===== src/rtl/hicore_icb_arbt.sv =====
// hicore_icb_arbt: N-to-1 ICB arbiter; an outstanding-source FIFO routes responses back in order.
// Define HICORE_ARBT_ROUND_ROBIN_EN for round-robin grant, else fixed priority (lowest index wins).
`ifndef HiCore_ADDR_SIZE
`define HiCore_ADDR_SIZE 32
`endif
`ifndef HiCore_REG_SIZE
`define HiCore_REG_SIZE 32
`endif

module hicore_icb_arbt #(
  parameter int AW         = `HiCore_ADDR_SIZE,
  parameter int DW         = `HiCore_REG_SIZE,
  parameter int ARBT_NUM   = 2,
  parameter int ARBT_PTR_W = 1,
  parameter int OUTS_DEPTH = 4
) (
  input  logic                     clk,
  input  logic                     rst_n,
  input  logic [ARBT_NUM-1:0]      i_bus_icb_cmd_valid,
  output logic [ARBT_NUM-1:0]      i_bus_icb_cmd_ready,
  input  logic [ARBT_NUM-1:0]      i_bus_icb_cmd_read,
  input  logic [ARBT_NUM*AW-1:0]   i_bus_icb_cmd_addr,
  input  logic [ARBT_NUM*DW-1:0]   i_bus_icb_cmd_wdata,
  input  logic [ARBT_NUM*DW/8-1:0] i_bus_icb_cmd_wmask,
  output logic [ARBT_NUM-1:0]      i_bus_icb_rsp_valid,
  input  logic [ARBT_NUM-1:0]      i_bus_icb_rsp_ready,
  output logic [ARBT_NUM-1:0]      i_bus_icb_rsp_err,
  output logic [ARBT_NUM*DW-1:0]   i_bus_icb_rsp_rdata,
  output logic                     o_icb_cmd_valid,
  input  logic                     o_icb_cmd_ready,
  output logic                     o_icb_cmd_read,
  output logic [AW-1:0]            o_icb_cmd_addr,
  output logic [DW-1:0]            o_icb_cmd_wdata,
  output logic [DW/8-1:0]          o_icb_cmd_wmask,
  input  logic                     o_icb_rsp_valid,
  output logic                     o_icb_rsp_ready,
  input  logic                     o_icb_rsp_err,
  input  logic [DW-1:0]            o_icb_rsp_rdata
);

  localparam int MW    = DW / 8;
  localparam int FP_W  = (OUTS_DEPTH > 1) ? $clog2(OUTS_DEPTH) : 1;
  localparam int CNT_W = $clog2(OUTS_DEPTH + 1);

  logic [ARBT_PTR_W-1:0] r_fifo [OUTS_DEPTH];
  logic [FP_W-1:0]       r_wptr, r_rptr;
  logic [CNT_W-1:0]      r_cnt;
  logic                  r_lock;
  logic [ARBT_PTR_W-1:0] r_lock_idx;

  logic [ARBT_PTR_W-1:0] w_arb_grant, w_grant, w_head;
  logic                  w_full, w_empty, w_cmd_fire, w_rsp_fire;

  assign w_full  = (r_cnt == CNT_W'(OUTS_DEPTH));
  assign w_empty = (r_cnt == '0);
  assign w_head  = r_fifo[r_rptr];

`ifdef HICORE_ARBT_ROUND_ROBIN_EN
  logic [ARBT_PTR_W-1:0] r_rr_ptr;

  // Scan downward so the last hit is the first valid port at or after r_rr_ptr.
  always_comb begin
    w_arb_grant = '0;
    for (int i = ARBT_NUM - 1; i >= 0; i--) begin
      if (i_bus_icb_cmd_valid[(int'(r_rr_ptr) + i) % ARBT_NUM])
        w_arb_grant = ARBT_PTR_W'((int'(r_rr_ptr) + i) % ARBT_NUM);
    end
  end
`else
  always_comb begin
    w_arb_grant = '0;
    for (int i = ARBT_NUM - 1; i >= 0; i--) begin
      if (i_bus_icb_cmd_valid[i]) w_arb_grant = ARBT_PTR_W'(i);
    end
  end
`endif

  assign w_grant         = r_lock ? r_lock_idx : w_arb_grant;
  assign o_icb_cmd_valid = i_bus_icb_cmd_valid[w_grant] & ~w_full;
  assign o_icb_cmd_read  = i_bus_icb_cmd_read[w_grant];
  assign o_icb_cmd_addr  = i_bus_icb_cmd_addr[w_grant*AW +: AW];
  assign o_icb_cmd_wdata = i_bus_icb_cmd_wdata[w_grant*DW +: DW];
  assign o_icb_cmd_wmask = i_bus_icb_cmd_wmask[w_grant*MW +: MW];
  assign w_cmd_fire      = o_icb_cmd_valid & o_icb_cmd_ready;

  assign o_icb_rsp_ready = ~w_empty & i_bus_icb_rsp_ready[w_head];
  assign w_rsp_fire      = o_icb_rsp_valid & o_icb_rsp_ready;

  genvar gi;
  generate
    for (gi = 0; gi < ARBT_NUM; gi++) begin : g_port
      assign i_bus_icb_cmd_ready[gi] = (w_grant == ARBT_PTR_W'(gi)) & o_icb_cmd_valid & o_icb_cmd_ready;
      assign i_bus_icb_rsp_valid[gi] = (w_head == ARBT_PTR_W'(gi)) & o_icb_rsp_valid & ~w_empty;
      assign i_bus_icb_rsp_err[gi]   = o_icb_rsp_err;
      assign i_bus_icb_rsp_rdata[gi*DW +: DW] = o_icb_rsp_rdata;
    end
  endgenerate

  always_ff @(posedge clk) begin
    if (w_cmd_fire) r_fifo[r_wptr] <= w_grant;
  end

  always_ff @(posedge clk or negedge rst_n) begin
    if (!rst_n) begin
      r_wptr     <= '0;
      r_rptr     <= '0;
      r_cnt      <= '0;
      r_lock     <= 1'b0;
      r_lock_idx <= '0;
    end else begin
      if (w_cmd_fire)
        r_wptr <= (r_wptr == FP_W'(OUTS_DEPTH - 1)) ? '0 : r_wptr + 1'b1;
      if (w_rsp_fire)
        r_rptr <= (r_rptr == FP_W'(OUTS_DEPTH - 1)) ? '0 : r_rptr + 1'b1;
      if (w_cmd_fire & ~w_rsp_fire)
        r_cnt <= r_cnt + 1'b1;
      else if (~w_cmd_fire & w_rsp_fire)
        r_cnt <= r_cnt - 1'b1;
      // A presented-but-stalled command pins the grant until it is accepted.
      if (w_cmd_fire) begin
        r_lock <= 1'b0;
      end else if (o_icb_cmd_valid) begin
        r_lock     <= 1'b1;
        r_lock_idx <= w_grant;
      end
    end
  end

`ifdef HICORE_ARBT_ROUND_ROBIN_EN
  always_ff @(posedge clk or negedge rst_n) begin
    if (!rst_n)
      r_rr_ptr <= '0;
    else if (w_cmd_fire)
      r_rr_ptr <= (w_grant == ARBT_PTR_W'(ARBT_NUM - 1)) ? '0 : w_grant + 1'b1;
  end
`endif

endmodule


===== config.mk =====
export PLATFORM = sky130hd
export DESIGN_NAME = hicore_icb_arbt
export DESIGN_NICKNAME = d
export VERILOG_FILES = /design/src/rtl/hicore_icb_arbt.sv
export SDC_FILE = /design/constraint.sdc
export NUM_CORES = 1
export LEC_CHECK = 0
export CAP_MARGIN = 25
export CORE_AREA = 2 2 125 127
export CTS_BUF_LIST = sky130_fd_sc_hd__clkbuf_2 sky130_fd_sc_hd__clkbuf_4 sky130_fd_sc_hd__clkbuf_8
export CTS_CLUSTER_SIZE = 8
export DETAILED_ROUTE_END_ITERATION = 7
export DIE_AREA = 0 0 127 129
export SETUP_SLACK_MARGIN = 0.5
export SYNTH_ARGS = -nofsm -noshare
export SYNTH_HDL_FRONTEND = slang
export SYNTH_SLANG_ARGS = --single-unit

===== constraint.sdc =====
create_clock -name clk -period 6.7 [get_ports clk]
set_input_delay 1.675 -clock clk [delete_from_list [all_inputs] [get_ports clk]]
set_output_delay 1.675 -clock clk [all_outputs]
set_load 0.05 [all_outputs]

; ---- After elaboration in Yosys (flattened, before gate mapping)
; Memory sizes are Yosys's and may differ from the RTL's.
; Cells that the tools add are included.
[word_totals]
reg_bits = 9
ram_bits = 4
inputBits = 179
out_inout_bits = 141
wordCells = 59
memories = 1
[classes]
n_addsub = 4
n_lt_le_gt_ge = 2
eq_ne = 3
n_shift = 3
mux = 17
n_bitwise = 20
reduce_logical = 4
[memory_table]
columns = name, words, width, read_ports, rd_clocked_by_memory_dff, wr, line_no
row1 = r_fifo, 4, 1, 1, 0, 1, 45  ; logic [ARBT_PTR_W-1:0] r_fifo [OUTS_DEPTH];
[ops]
columns = operator, count
row1 = variable part select 64 x 7 -> 32 bit, 2
row2 = bitwise AND 1 bit, 14
row3 = 2-to-1 mux 1 bit, 13
row4 = variable part select 8 x 4 -> 4 bit, 1
row5 = 2-to-1 mux 3 bit, 2
row6 = NOT 1 bit, 6
row7 = adder 2 x 1 -> 2 bit (second input constant), 2
row8 = == test 2 bit (second input constant), 2
row9 = < comparator 1 x 2 -> 1 bit (second input constant), 2
row10 = 2-to-1 mux 2 bit, 2
row11 = nonzero test 2 bit, 2
row12 = adder 3 x 1 -> 3 bit (second input constant), 1
row13 = == test 3 bit (second input constant), 1
row14 = zero test 3 bit, 1
row15 = subtractor 3 x 1 -> 3 bit (second input constant), 1
row16 = AND reduction 2 bit, 1

; ---- Depth between registers and ports, before layout
; Gate-level depths: netlist of the first run.
[depth]
word_depth = 11
depth_mapped = 9
depth_no_buf = 9

; ---- Worst setup path after synthesis of the first run
; OpenSTA, ideal clock, no wires.
[synth_path]
path_type = input -> output
from = input i_bus_icb_cmd_valid[0]
to = output i_bus_icb_cmd_ready[1]
t_arrival_ns = 3.850
required_time_ns = 5.025
path_slack_ns = 1.175
path_stages = 4
n_path_buf = 2
cell_sequence = o31a_2 > buf_2 > buf_2 > nor4_1
[synth_via]
elab_chain_len = 7
[synth_rtl]
columns = element, line_no
row1 = start: declaration, 19  ; input logic [ARBT_NUM-1:0] i_bus_icb_cmd_valid,
row2 = 2-to-1 mux 1 bit, 73  ; if (i_bus_icb_cmd_valid[i]) w_arb_grant = ARBT_PTR_W'(i);
row3 = 2-to-1 mux 1 bit, 78  ; assign w_grant = r_lock ? r_lock_idx : w_arb_grant;
row4 = 2-to-1 mux 1 bit (not written as such) (2 in a row), 79  ; assign o_icb_cmd_valid = i_bus_icb_cmd_valid[w_grant] & ~w_full;
row5 = bitwise AND 1 bit, 79
row6 = bitwise AND 1 bit (*) (2 in a row), 92  ; assign i_bus_icb_cmd_ready[gi] = (w_grant == ARBT_PTR_W'(gi)) & o_icb_cmd_valid & o_icb_cmd_ready;
row7 = end: declaration, 20  ; output logic [ARBT_NUM-1:0] i_bus_icb_cmd_ready,
; Mark *: on every way between the ends. The rest lies on a longest branch, timed or not. The select of a mux whose other input is x is not followed.

; ---- Worst setup path after layout of the first run
[layout_path]
from = input i_bus_icb_cmd_valid[0]
to = output o_icb_cmd_addr[9]
[layout_via]
elab_chain_len = 3
[layout_rtl]
columns = element, line_no
row1 = 2-to-1 mux 1 bit, 73
row2 = 2-to-1 mux 1 bit, 78
row3 = variable part select 64 x 7 -> 32 bit, 81  ; assign o_icb_cmd_addr = i_bus_icb_cmd_addr[w_grant*AW +: AW];
row4 = end: declaration, 32  ; output logic [AW-1:0] o_icb_cmd_addr,
; No other way between the ends.

==> metrics.cfg, run 1 <==
[status]
status=finished clean

[pwr]
combPwrFrac_pct=86.6
internal_power_w=0.000771
p_sw_w=0.000953
p_leak_nw=1.53
swShare_pct=55.3
p_per_area_mw_per_mm2=422
peakVddDrop_uv=217
seq_power_share_pct=9.3
power_frac_clock_pct=4.1

[floorplanning]
die_y_um=129
design.die.area_mm2=0.0164
core_area_mm2=0.0150
row_count=45
die-width_um=127
io_pins=320
initial_core_util_pct=14.1

[synthesis]
synthArstFlopShare_pct=69.2
yosysSeqAreaShare_pct=16.3
syn-num-nets=394
synth_cell_types=28
synthCells=208
synth_edf_count=4
synth_ff_type=dfrtp_1
yosys.area.top_type=mux2_2
synth_area_leaders=mux2_2 (39%), buf_4 (23%), dfrtp_1 (11%), edfxtp_1 (5.7%), ha_1 (3.5%)
syn_area_mm2=0.00212
yosysWarnings=0
syn_area_per_cell_um2=10.2
ys_ff_latch=13
synth_top_area_share_pct=39.3

[critical_path]
cp_common_cell=clkdlybuf4s50_1
cp_cell_sequence=clkdlybuf4s50_1 > o31a_4 > buf_4 > mux2_2 > clkdlybuf4s50_1
end_kind=primary output
cpMaxStageDelayCell=clkdlybuf4s50_1
start_kind=input pin
crit_fanout=62
critPathKind=input pin to primary output
crit_arrival_ns=4.25
cp_slowest_stage_delay_ns=0.71
crit_buf_inv=3
cp_top_family=buffers and inverters
worstPathRequired_ns=5.03

[route]
vias_per_cell=3.71
drt_pass1_iterations=5
antenna_left=0
wire_per_inst_um=17.1
drtIter0Drc=44
vias=2028
postRouteWirelength_mm=9.38
drc=0

[place]
dp_hpwl_mm=8.36
io_buffers=220
place_congestion=0.736
place_area_mm2=0.00404
dp_slack_ns=0.715

[layout]
antenna_cells=0
fillers=1601
drive_gt1_share_pct=24.8
final_util_pct=27.3
fin_area_mm2=0.00408
synthToLayoutAreaGrowth_pct=92.7
final_nets=546

[sta]
fin_crit_ns=5.92
worst_pin_slew_ns=0.812
rsz0062_at_grt=false
slew_headroom_pct=45.9
setup_violations=0
period_share_pct=88.4
drv_slew=0
fin_ws_ns=0.778
clock_skew_ns=0.00260
max_freq_mhz=169
finalSetupTns_ns=0
finalHoldViolCount=0

[global_routing]
grt_max_degree=63
grt_util_met1_pct=10.7
grt_pass1_wl_mm=12.6
grt_pass1_vias=2194
grtUsageTotal_pct=10.2
grt.busiest_layer=met2
met3_usage_pct=7.15
antenna_found_initial=0
grt_use_met2_pct=17.6
grt_remaining_overflow=0

[clocking]
cts_buffer_depth=2
clk-insertion-delay-late_ns=0.24
clkSinkCount=13
cts_tree=yes
cts-root-buf=clkbuf_8
cts.repair.resized=0
cts_setup_buffers=0
cts_buffers=3
cts_max_level=1
ctsHoldBuffers=0
clkTransAtPathRegs_ns=0.06

[job]
maxCapViolCount=0

[hold_path]
hold_path_class=register to register

[cell usage in the layout, fill, tap and decap left out, drive strengths merged, types with 2 or more instances in the layout]
cell type and instances:
o311ai 2, clkdlybuf4s50 220, inv 8, o41ai 2, clkbuf 3, and3b 2
xor2 2, mux2 74, nor2 5, dfrtp 9, and2 4, ha 6
mux2i 3, edfxtp 4
[metrics by stage]
step                      hold WS [ns]  total power (W)  instances
after floorplan                  0.485          0.00129        208
after global placement           0.517          0.00165        543
after detailed placement         0.525          0.00167        543
after CTS                        0.536          0.00175        547
after global routing             0.558          0.00181        547
final                            0.539          0.00172        547
[worst paths after layout]
check | slack [ns] | to | startpoint | cells after the start
max | 0.78 | o_icb_cmd_addr[9] | i_bus_icb_cmd_valid[0] | 5
min | 0.54 | r_cnt[2] | r_cnt[2] | 1
max in group asynchronous | 4.62 | r_wptr[1] | rst_n | 1
max reg2reg | 4.28 | r_cnt[1] | r_rptr[0] | 7
min reg2reg | 0.54 | r_cnt[2] | r_cnt[2] | 1
min in group asynchronous | 1.75 | r_cnt[2] | rst_n | 1
[layer usage]
metal / wire [µm] / up-vias / share of wire (%)
met1: 3230 / 888 / 34
li1: - / 961 / -
met2: 4690 / 175 / 50
met4: 29 / 0 / 0.31
met3: 1430 / 4 / 15
met5: 0 / - / 0
[power groups by stage]
stage	sequential [W]	combinational [W]	clock [W]
2_1_floorplan	0.000153	0.00114	0
3_3_place_gp	0.000160	0.00149	0
3_5_place_dp	0.000163	0.00151	0
4_1_cts	0.000161	0.00151	0.0000734
5_1_grt	0.000169	0.00156	0.0000768
6_report	0.000161	0.00149	0.0000706
[cell families (layout without fill, tap and decap cells)]
kind of cell,count (synthesis),after routing,share of synthesized area [%]
and+or+nand+nor,17,17,5.20
buffers and inverters,82,233,26.7
adders and majority gates,7,7,4.49
muxes,78,78,41.8
AOI/OAI and AO/OA,8,8,4.25
xor gates and xnor gates,3,3,1.24
DFF,13,13,16.3
[state kept, by name, summed over array words and instances (netlist names)]
signal      cells
r_cnt           3
r_fifo          4
r_lock          1
r_lock_idx      1
r_rptr          2
r_wptr          2
[cells in the mapped netlist, types with 2 or more instances]
cell type,instances
and2_2,4
buf_2,8
buf_4,66
dfrtp_1,9
edfxtp_1,4
ha_1,6
inv_1,8
mux2_2,74
mux2i_1,3
nor2_1,5
o311ai_0,2
o41ai_1,2
xor2_1,2
[area by class of cell]
type                            count  area (µm²)  share of cell area [%]
Clock buffer                        3        41.3                    1.01
Clock inverter                      1        5.00                   0.123
Inverter                            8        30.0                   0.736
Multi-Input combinational cell    113        1210                    29.8
Sequential cell                    13         345                    8.46
Tap cell                          188         235                    5.76
Timing Repair Buffer              221        2210                    54.1
(Power assumes the default switching activity.)
==> run 2: changes to the inputs <==
Settings changed: CORE_AREA 2 2 125 127 to 2 2 123 125, DIE_AREA 0 0 127 129 to 0 0 125 127, SLEW_MARGIN set to 20.
Clock period 6.7 ns to 5.8 ns, I/O delays scaled along.
==> metrics.cfg, run 2 (synthesis gave the netlist of run 1 again) <==
[critical_path]
crit_fanout=22
start_kind=input pin
worstPathRequired_ns=4.35
cpMaxStageDelayCell=clkdlybuf4s50_1
cp_common_cell=clkdlybuf4s50_1
crit_arrival_ns=3.83
cp_cell_sequence=clkdlybuf4s50_1 > inv_1 > o31a_4 > buf_4 > mux2_2 > clkdlybuf4s50_1
reg2reg_slack_ns=3.33
critPathKind=input pin to primary output
end_kind=primary output
cp_slowest_stage_delay_ns=0.80

[pwr]
combPwrFrac_pct=86.4
p_leak_nw=1.79
power_frac_clock_pct=4.2
p_per_area_mw_per_mm2=487
p_sw_w=0.00112
seq_power_share_pct=9.4
swShare_pct=55.3
peakVddDrop_uv=229
internal_power_w=0.000909

[clocking]
clkTransAtPathRegs_ns=0.06
cts_tree=yes
clkSinkCount=13
ctsHoldBuffers=0
cts_buffers=3
cts_buffer_depth=2
clk-insertion-delay-late_ns=0.24
cts_max_level=1
cts-root-buf=clkbuf_8
cts_setup_buffers=0

[global_routing]
grt_util_met1_pct=11.2
grt_max_degree=45
grt_pass1_wl_mm=13.6
grt.busiest_layer=met2
grt_use_met2_pct=21.0
antenna_found_initial=0
grtUsageTotal_pct=11.2
grt_pass1_vias=2260
met3_usage_pct=5.65
grt_remaining_overflow=0

[place]
io_buffers=220
place_congestion=0.791
dp_hpwl_mm=8.74
place_area_mm2=0.00405
post-place-cells=541

[status]
status=finished clean

[route]
drtIter0Drc=34
vias=2075
antenna_left=0
wire_per_inst_um=19.2
vias_per_cell=3.80
postRouteWirelength_mm=10.5
drc=0
drt_pass1_iterations=4

[sta]
max_freq_mhz=190
slew_headroom_pct=59.0
rsz0062_at_grt=true
setup_violations=0
period_share_pct=91.0
finalHoldViolCount=0
whs_ns=0.527
worst_pin_slew_ns=0.614
finalSetupTns_ns=0
drv_slew=0
clock_skew_ns=0.00609
fin_crit_ns=5.28

[layout]
antenna_cells=0
final_cells=546
fillers=1530
seq_area_um2=345
regMostFlops=r_fifo
largest_register_ffs=4
layout_commonest_cell=clkdlybuf4s50_1
final_nets=549
synthToLayoutAreaGrowth_pct=97.0
final_cell_mix=clkdlybuf4s50_1 (193), mux2_2 (74), dlymetal6s2s_1 (25)
top_regs=r_fifo x4, r_cnt x3
drive_gt1_share_pct=26.0
final_util_pct=28.9
multi_input_area_mm2=0.00122
fin_area_mm2=0.00417

[floorplanning]
die-width_um=125
io_pins=320
core_area_mm2=0.0144
initial_core_util_pct=14.7
row_count=44
design.die.area_mm2=0.0159
die_y_um=127

[hold_path]
hold_path_class=register to register

[job]
maxCapViolCount=0

-- run 2: cell types whose count changed in the layout (fill, tap and decap cells not counted), sizes merged --
| cell | previous run | this run |
|---|---|---|
| buf | 1 | 5 |
| clkbuf | 3 | 4 |
| clkdlybuf4s50 | 220 | 193 |
| clkinv | 1 | 0 |
| dlymetal6s2s | 0 | 25 |
| o31a | 1 | 2 |
-- run 2: critical path: cells and delay by family --
family | cells | cell delay [ns]
buf+inv | 4 | 1.67
compound gates | 1 | 0.45
mux | 1 | 0.24
-- run 2: per-stage QoR --
| step | power (W) | worst slack, ns |
|---|---|---|
| 2_1_floorplan | 0.00149 | 0.725 |
| 3_3_place_gp | 0.00193 | 0.507 |
| 3_5_place_dp | 0.00194 | 0.474 |
| 4_1_cts | 0.00204 | 0.456 |
| 5_1_grt | 0.00212 | 0.466 |
| 6_report | 0.00203 | 0.523 |
-- run 2: cell type report --
class                      instances  area share, %
sequential                        13           8.27
timing repair buffer             223           55.0
inverter                           8          0.719
tap                              184           5.52
clock buffer                       4           1.17
multi-input combinational        114           29.3
-- run 2: path summary, 6_finish.rpt --
kind,end,depth (start not counted),from
worst max-delay path,o_icb_cmd_wdata[1],6,i_bus_icb_cmd_valid[1]
worst min-delay path,r_cnt[2],1,r_cnt[2]
worst max register to register,r_cnt[1],7,r_rptr[0]
worst min register to register,r_cnt[2],1,r_cnt[2]
max in group asynchronous,r_lock,1,rst_n
min in group asynchronous,r_cnt[0],1,rst_n
-- run 2: power groups by stage --
stage | Clock [W] | Combinational, W | Sequential [W]
final | 0.0000863 | 0.00176 | 0.000191
after global routing | 0.0000914 | 0.00183 | 0.000199
after CTS | 0.0000891 | 0.00176 | 0.000188
after detailed placement | 0 | 0.00175 | 0.000189
after global placement | 0 | 0.00174 | 0.000185
after floorplan | 0 | 0.00132 | 0.000177
-- run 2: what timing repair did --
| action | in CTS | in global routing |
|---|---|---|
| pin swaps | 0 | 0 |
| gates cloned | 0 | 1 |
| setup endpoints to repair | 22 | 31 |
| gates resized for setup | 0 | 25 |
-- run 2: layer usage --
| layer | vias to the layer above | share of wire [%] |
|---|---|---|
| met5 | - | 0 |
| met4 | 0 | 1.4 |
| met3 | 6 | 12 |
| met2 | 155 | 52 |
| met1 | 945 | 35 |
| li1 | 969 | - |
